[config.mk]
export PLATFORM = sky130hd
export DESIGN_NAME = mod_seq_counter
export DESIGN_NICKNAME = d
export VERILOG_FILES = /design/src/rtl/mod_seq_pkg.sv /design/src/rtl/mod_seq_step.sv /design/src/rtl/mod_seq_counter.sv
export SDC_FILE = /design/constraint.sdc
export NUM_CORES = 1
export LEC_CHECK = 0
export ABC_CLOCK_PERIOD_IN_PS = 3300
export CORE_AREA = 2 2 39 41
export CTS_CLUSTER_DIAMETER = 200
export DETAILED_ROUTE_END_ITERATION = 10
export DIE_AREA = 0 0 41 43
export PLACE_DENSITY_LB_ADDON = 0.3
export SLEW_MARGIN = 20
export SYNTH_ARGS = -nofsm -noshare
export SYNTH_HDL_FRONTEND = slang
export SYNTH_SLANG_ARGS = --single-unit
[constraint.sdc]
create_clock -name clk -period 3.3 [get_ports clk]
set_clock_uncertainty 0.2 [all_clocks]
set_input_delay 0.33 -clock clk [delete_from_list [all_inputs] [get_ports clk]]
set_output_delay 0.33 -clock clk [all_outputs]
set_load 0.02 [all_outputs]
[src/rtl/mod_seq_pkg.sv]
// -----------------------------------------------------------------------------
// mod_seq_pkg
// Shared types and elaboration-time helpers for the modulo-N sequencer.
//   dir_t              : count direction (DIR_UP / DIR_DOWN)
//   mod_seq_params_ok  : returns 1 when the WIDTH/MODULUS/STEP/WRAP_CNT_W
//                        combination is legal
// Optional feature macro: MOD_SEQ_DOWN_EN (down-count mode, see top level).
// -----------------------------------------------------------------------------
package mod_seq_pkg;

    typedef enum logic {
        DIR_UP   = 1'b0,
        DIR_DOWN = 1'b1
    } dir_t;

    // Legal ranges: 1 <= WIDTH (kept below 31 so 2^WIDTH fits in an int),
    // 2 <= MODULUS <= 2^WIDTH, 1 <= STEP < MODULUS, WRAP_CNT_W >= 1.
    function automatic bit mod_seq_params_ok(input int width,
                                             input int modulus,
                                             input int step,
                                             input int wrap_cnt_w);
        return (width >= 1) && (width <= 30) &&
               (modulus >= 2) && (modulus <= (1 << width)) &&
               (step >= 1) && (step < modulus) &&
               (wrap_cnt_w >= 1);
    endfunction

endpackage

[src/rtl/mod_seq_step.sv]
// -----------------------------------------------------------------------------
// mod_seq_step
// Purely combinational single-step function of the modulo-N sequencer.
// Given the current state it returns the state after one advance by STEP and
// whether that advance wrapped past MODULUS-1 (or below 0 when counting down).
// Out-of-range states map to 0 without a wrap.
// Ports:
//   cnt      in  WIDTH  current state
//   dir      in  dir_t  count direction (only with MOD_SEQ_DOWN_EN)
//   nxt_val  out WIDTH  state after one step
//   wrap     out 1      the step wrapped
// Optional feature macro: MOD_SEQ_DOWN_EN (adds dir input and down step).
// -----------------------------------------------------------------------------
module mod_seq_step
    import mod_seq_pkg::*;
#(
    parameter int WIDTH   = 2,
    parameter int MODULUS = 3,
    parameter int STEP    = 1
) (
    input  logic [WIDTH-1:0] cnt,
`ifdef MOD_SEQ_DOWN_EN
    input  dir_t             dir,
`endif
    output logic [WIDTH-1:0] nxt_val,
    output logic             wrap
);

    // All arithmetic is done one bit wider so cnt+STEP and MODULUS itself
    // (which may equal 2^WIDTH) are representable.
    localparam logic [WIDTH:0] L_MOD  = (WIDTH+1)'(MODULUS);
    localparam logic [WIDTH:0] L_STEP = (WIDTH+1)'(STEP);

    logic [WIDTH:0] w_ext;
    logic [WIDTH:0] w_up;

    assign w_ext = {1'b0, cnt};
    assign w_up  = w_ext + L_STEP;

    always_comb begin
        nxt_val = '0;
        wrap    = 1'b0;
        if (w_ext >= L_MOD) begin
            // Illegal state: recover to zero, not counted as a wrap.
            nxt_val = '0;
            wrap    = 1'b0;
        end
`ifdef MOD_SEQ_DOWN_EN
        else if (dir == DIR_DOWN) begin
            if (w_ext < L_STEP) begin
                nxt_val = WIDTH'(w_ext + L_MOD - L_STEP);
                wrap    = 1'b1;
            end else begin
                nxt_val = WIDTH'(w_ext - L_STEP);
            end
        end
`endif
        else if (w_up >= L_MOD) begin
            nxt_val = WIDTH'(w_up - L_MOD);
            wrap    = 1'b1;
        end else begin
            nxt_val = WIDTH'(w_up);
        end
    end

endmodule

[src/rtl/mod_seq_counter.sv]
// -----------------------------------------------------------------------------
// mod_seq_counter
// Parametrised modulo-N cyclic sequencer with load, enable, registered wrap
// flag and saturating wrap counter.
// Ports:
//   clk         in  1           clock, rising edge
//   reset_n     in  1           synchronous active-low reset
//   en          in  1           advance by STEP on this edge
//   load        in  1           load load_val (out-of-range loads give 0)
//   load_val    in  WIDTH       value for load
//   dir         in  1           0 = up, 1 = down (only with MOD_SEQ_DOWN_EN)
//   cnt         out WIDTH       current state
//   nxt         out WIDTH       value cnt takes on an en-only edge
//   wrap        out 1           cnt holds a post-wrap value
//   wrap_count  out WRAP_CNT_W  wraps since reset, saturating at all-ones
// Edge priority: reset, load, en, hold.
// Optional feature macro: MOD_SEQ_DOWN_EN (adds dir port and down-count mode).
// -----------------------------------------------------------------------------
module mod_seq_counter
    import mod_seq_pkg::*;
#(
    parameter int WIDTH      = 2,
    parameter int MODULUS    = 3,
    parameter int STEP       = 1,
    parameter int WRAP_CNT_W = 8
) (
    input  logic                  clk,
    input  logic                  reset_n,
    input  logic                  en,
    input  logic                  load,
    input  logic [WIDTH-1:0]      load_val,
`ifdef MOD_SEQ_DOWN_EN
    input  logic                  dir,
`endif
    output logic [WIDTH-1:0]      cnt,
    output logic [WIDTH-1:0]      nxt,
    output logic                  wrap,
    output logic [WRAP_CNT_W-1:0] wrap_count
);

    if (!mod_seq_params_ok(WIDTH, MODULUS, STEP, WRAP_CNT_W)) begin : g_param_err
        $error("mod_seq_counter: illegal WIDTH/MODULUS/STEP/WRAP_CNT_W");
    end

    localparam logic [WIDTH:0] L_MOD = (WIDTH+1)'(MODULUS);

    logic [WIDTH-1:0]      r_cnt;
    logic                  r_wrap;
    logic [WRAP_CNT_W-1:0] r_wrap_count;

    logic [WIDTH-1:0]      w_step_nxt;
    logic                  w_step_wrap;
    logic [WIDTH-1:0]      w_load_val;

    // One step unit shared by the nxt output and the register update.
    mod_seq_step #(
        .WIDTH   (WIDTH),
        .MODULUS (MODULUS),
        .STEP    (STEP)
    ) u_step (
        .cnt     (r_cnt),
`ifdef MOD_SEQ_DOWN_EN
        .dir     (dir_t'(dir)),
`endif
        .nxt_val (w_step_nxt),
        .wrap    (w_step_wrap)
    );

    // Loads never create an illegal state.
    assign w_load_val = ({1'b0, load_val} >= L_MOD) ? '0 : load_val;

    always_ff @(posedge clk) begin
        if (!reset_n) begin
            r_cnt        <= '0;
            r_wrap       <= 1'b0;
            r_wrap_count <= '0;
        end else if (load) begin
            r_cnt  <= w_load_val;
            r_wrap <= 1'b0;
        end else if (en) begin
            r_cnt  <= w_step_nxt;
            r_wrap <= w_step_wrap;
            if (w_step_wrap && (r_wrap_count != {WRAP_CNT_W{1'b1}})) begin
                r_wrap_count <= r_wrap_count + 1'b1;
            end
        end else begin
            // wrap marks only the cycle right after a wrapping step.
            r_wrap <= 1'b0;
        end
    end

    assign cnt        = r_cnt;
    assign nxt        = w_step_nxt;
    assign wrap       = r_wrap;
    assign wrap_count = r_wrap_count;

endmodule
==> run_results.csv <==
group,metric,value,unit
global_routing,grt_pass1_vias,431,
logic_synthesis,ys_types,29,
layout,diodes,0,
sta,setup_viol,0,
global_routing,globalRouteTotalUtil,15.90,%
worst_setup_path,crit_start,"cnt[1]",
worst_setup_path,r2r_start,"wrap_count[0]",
pwr,power,0.2665,mW
pwr,p_per_area,347.5,nW/µm²
worst_setup_path,timing.rr.end,"wrap_count[0]",
layout,nets,89,
cts,cts_setup_buffers,0,
logic_synthesis,synth_flop_cell,"dfxtp_1",
logic_synthesis,synth-seq-area-share,40.74,%
logic_synthesis,yosys.area.top_type,"dfxtp_1",
logic_synthesis,synth-seq-cells,11,
worst_setup_path,rr_worst_depth,5,
worst_setup_path,critical_path_class,"register to output pin",
drt,route.antenna.remaining_nets,0,
sta,drv_slew,0,
die,num_rows,14,
cts,clk_latency,270,ps
global_routing,grt_max_degree,10,
cts,cts_buffer_depth,2,
sta,slew_headroom,72.26,%
pwr,vdd_drop_max,177.7,µV
logic_synthesis,synthTopCellsByCount,"dfxtp_1, a21oi_1, inv_1, nor2_1",
placed_design,io_buffers,18,
global_routing,grt-ovfl-total,0,
logic_synthesis,synth_area,540.5,µm²
die,dieArea,1763,µm²
drt,post_drt_wl_per_cell,11.66,µm
worst_setup_path,crit_path_end,"nxt[1]",
logic_synthesis,syn_avg_cell_area,9.161,µm²
drt,routed_wl,1.131,mm
layout,syn_to_final_growth,41.90,%
worst_setup_path,critPathArrivalTime,1460,ps
die,fp.coreArea,1384,µm²
layout,multi_input_area,301.5,µm²
cts,root_buffer,"clkbuf_4",
sta,grt_setup_unrepaired,"false",
drt,via_per_inst,5.423,
cts,cts_hold_buf,0,
die,die_x,41,µm
pwr,p_leak,0.2785,nW
cts,cts_tree,"built",
global_routing,grtUsageMet3,4.712,%
global_routing,grt.met1_usage,21.04,%
worst_setup_path,cp_max_fo,7,
drt,vias,526,
global_routing,busiest_layer,"met1",
drt,dr.pass1.iters,4,
die,start_util,39.06,%
logic_synthesis,syn_nets,66,
logic_synthesis,synth_edf_count,0,
layout,fillers,143,
worst_setup_path,r2r_setup_slack,1580,ps
sta,tns,0,ps
logic_synthesis,synth_cells,59,
logic_synthesis,yosys_warnings,0,
worst_setup_path,required,2770,ps
drt,drcViolationCount,0,
placed_design,globalplace.congestion,0.7139,
cts,cts.sinks,11,
sta,fmax,0.5020,GHz
global_routing,grt_pass1_wl,1.835,mm
layout,drive_gt1_share,8.642,%
global_routing,antenna_found_initial,0,
placed_design,dp_hpwl,832.4,µm
logic_synthesis,async_flop_share,0,%
cts,cts.clk_slew.worst_paths,70,ps
status,outcome,"complete, no violations",
flow_run,maxCapViolCount,0,
sta,post-route-period-util,60.36,%
drt,drtIter0Drc,2,
layout,sequential_cell_area,220.2,µm²
die,io-pin-count,19,
logic_synthesis,yosys-top-cells-area,"dfxtp_1, a21oi_1, a211oi_1",
logic_synthesis,yosysMostFrequentCell,"dfxtp_1",
sta,min_period,1992,ps
global_routing,grtUsageMet2,20.63,%
worst_setup_path,cp-start-kind,"register",
sta,hold_violations,0,
min_path,worstHoldPathType,"register to register",
worst_setup_path,end_kind,"output pin",
cts,cts.htree.levels,1,
cts,numCtsBuffers,3,
cts,ctsResizeCount,0,
sta,tightest_slew,414.2,ps
die,die_h,43,µm
logic_synthesis,synth_top_area_share,40.74,%
-- worst min-delay path by stage --
stage	from	end	slack (ps)	depth (start not counted)
after global placement	wrap_count[1]	wrap_count[1]	280	2
after floorplan	reset_n	wrap_count[1]	270	2
after global routing	wrap_count[7]	wrap_count[7]	340	2
after CTS	wrap_count[6]	wrap_count[6]	330	2
after detailed placement	wrap_count[7]	wrap_count[7]	310	2
final	wrap_count[1]	wrap_count[1]	310	2
-- critical path, stage by stage (launching register included) --
cell             delay (ps)
dfxtp_1                 360
and2b_1                 230
clkdlybuf4s50_1         600
-- stage by stage --
step           utilization, %  setup slack [ps]  hold WS [ps]  cells  instance area [µm²]
6_report                55.43              1308         307.7     97                767.0
5_1_grt                 55.43              1247         337.2     97                767.0
4_1_cts                 55.43              1294         325.8     97                767.0
3_5_place_dp            53.53              1183         311.6     93                740.7
3_3_place_gp            53.53              1205         277.7     93                740.7
2_1_floorplan               -              1611         268.7     59                540.5
-- registers in the layout, indices dropped and copies added (netlist names) --
name and count:
wrap_count 8, cnt 2, wrap 1
-- layout make-up --
cell class	instances	area share (%)
inverter	5	2.447
timing repair buffer	18	23.49
sequential	11	28.71
multi-input combinational	43	39.31
tap	16	2.610
clock buffer	4	3.426
-- power by group --
group,internal [mW],leakage [nW],switching (mW)
Sequential,0.135,0.0891,0.00304
Clock,0.0468,0.0150,0.0475
Combinational,0.0187,0.174,0.0156
Total,0.200,0.278,0.0661
-- logic make-up (layout without fill, tap and decap cells) --
group           count (synthesis)  in the layout  synth area share (%)
xor+xnor                        1              1                 1.621
compound gates                 16             16                 19.44
simple gates                   23             23                 28.71
buf+inv                         5             27                 3.471
flops                          11             11                 40.74
fa+ha+maj                       1              1                 2.314
mux                             2              2                 3.704
-- metal layers --
layer / share of wire, % / up-vias
met2: 44 / 16
met3: 4.2 / 5
met4: 3.4 / 0
met5: 0 / -
li1: - / 266
met1: 48 / 239
-- cell usage in the layout, fill, tap and decap left out, types with 2 or more instances in the layout --
cell	instances
clkdlybuf4s50_1	18
a21oi_1	5
nor2_1	4
and3_1	3
mux2i_1	2
nand2_1	3
o21ai_0	3
inv_1	4
a211oi_1	3
clkbuf_4	3
dfxtp_1	11
nand4_1	2
No activity file was read; power rests on OpenSTA's default activity.
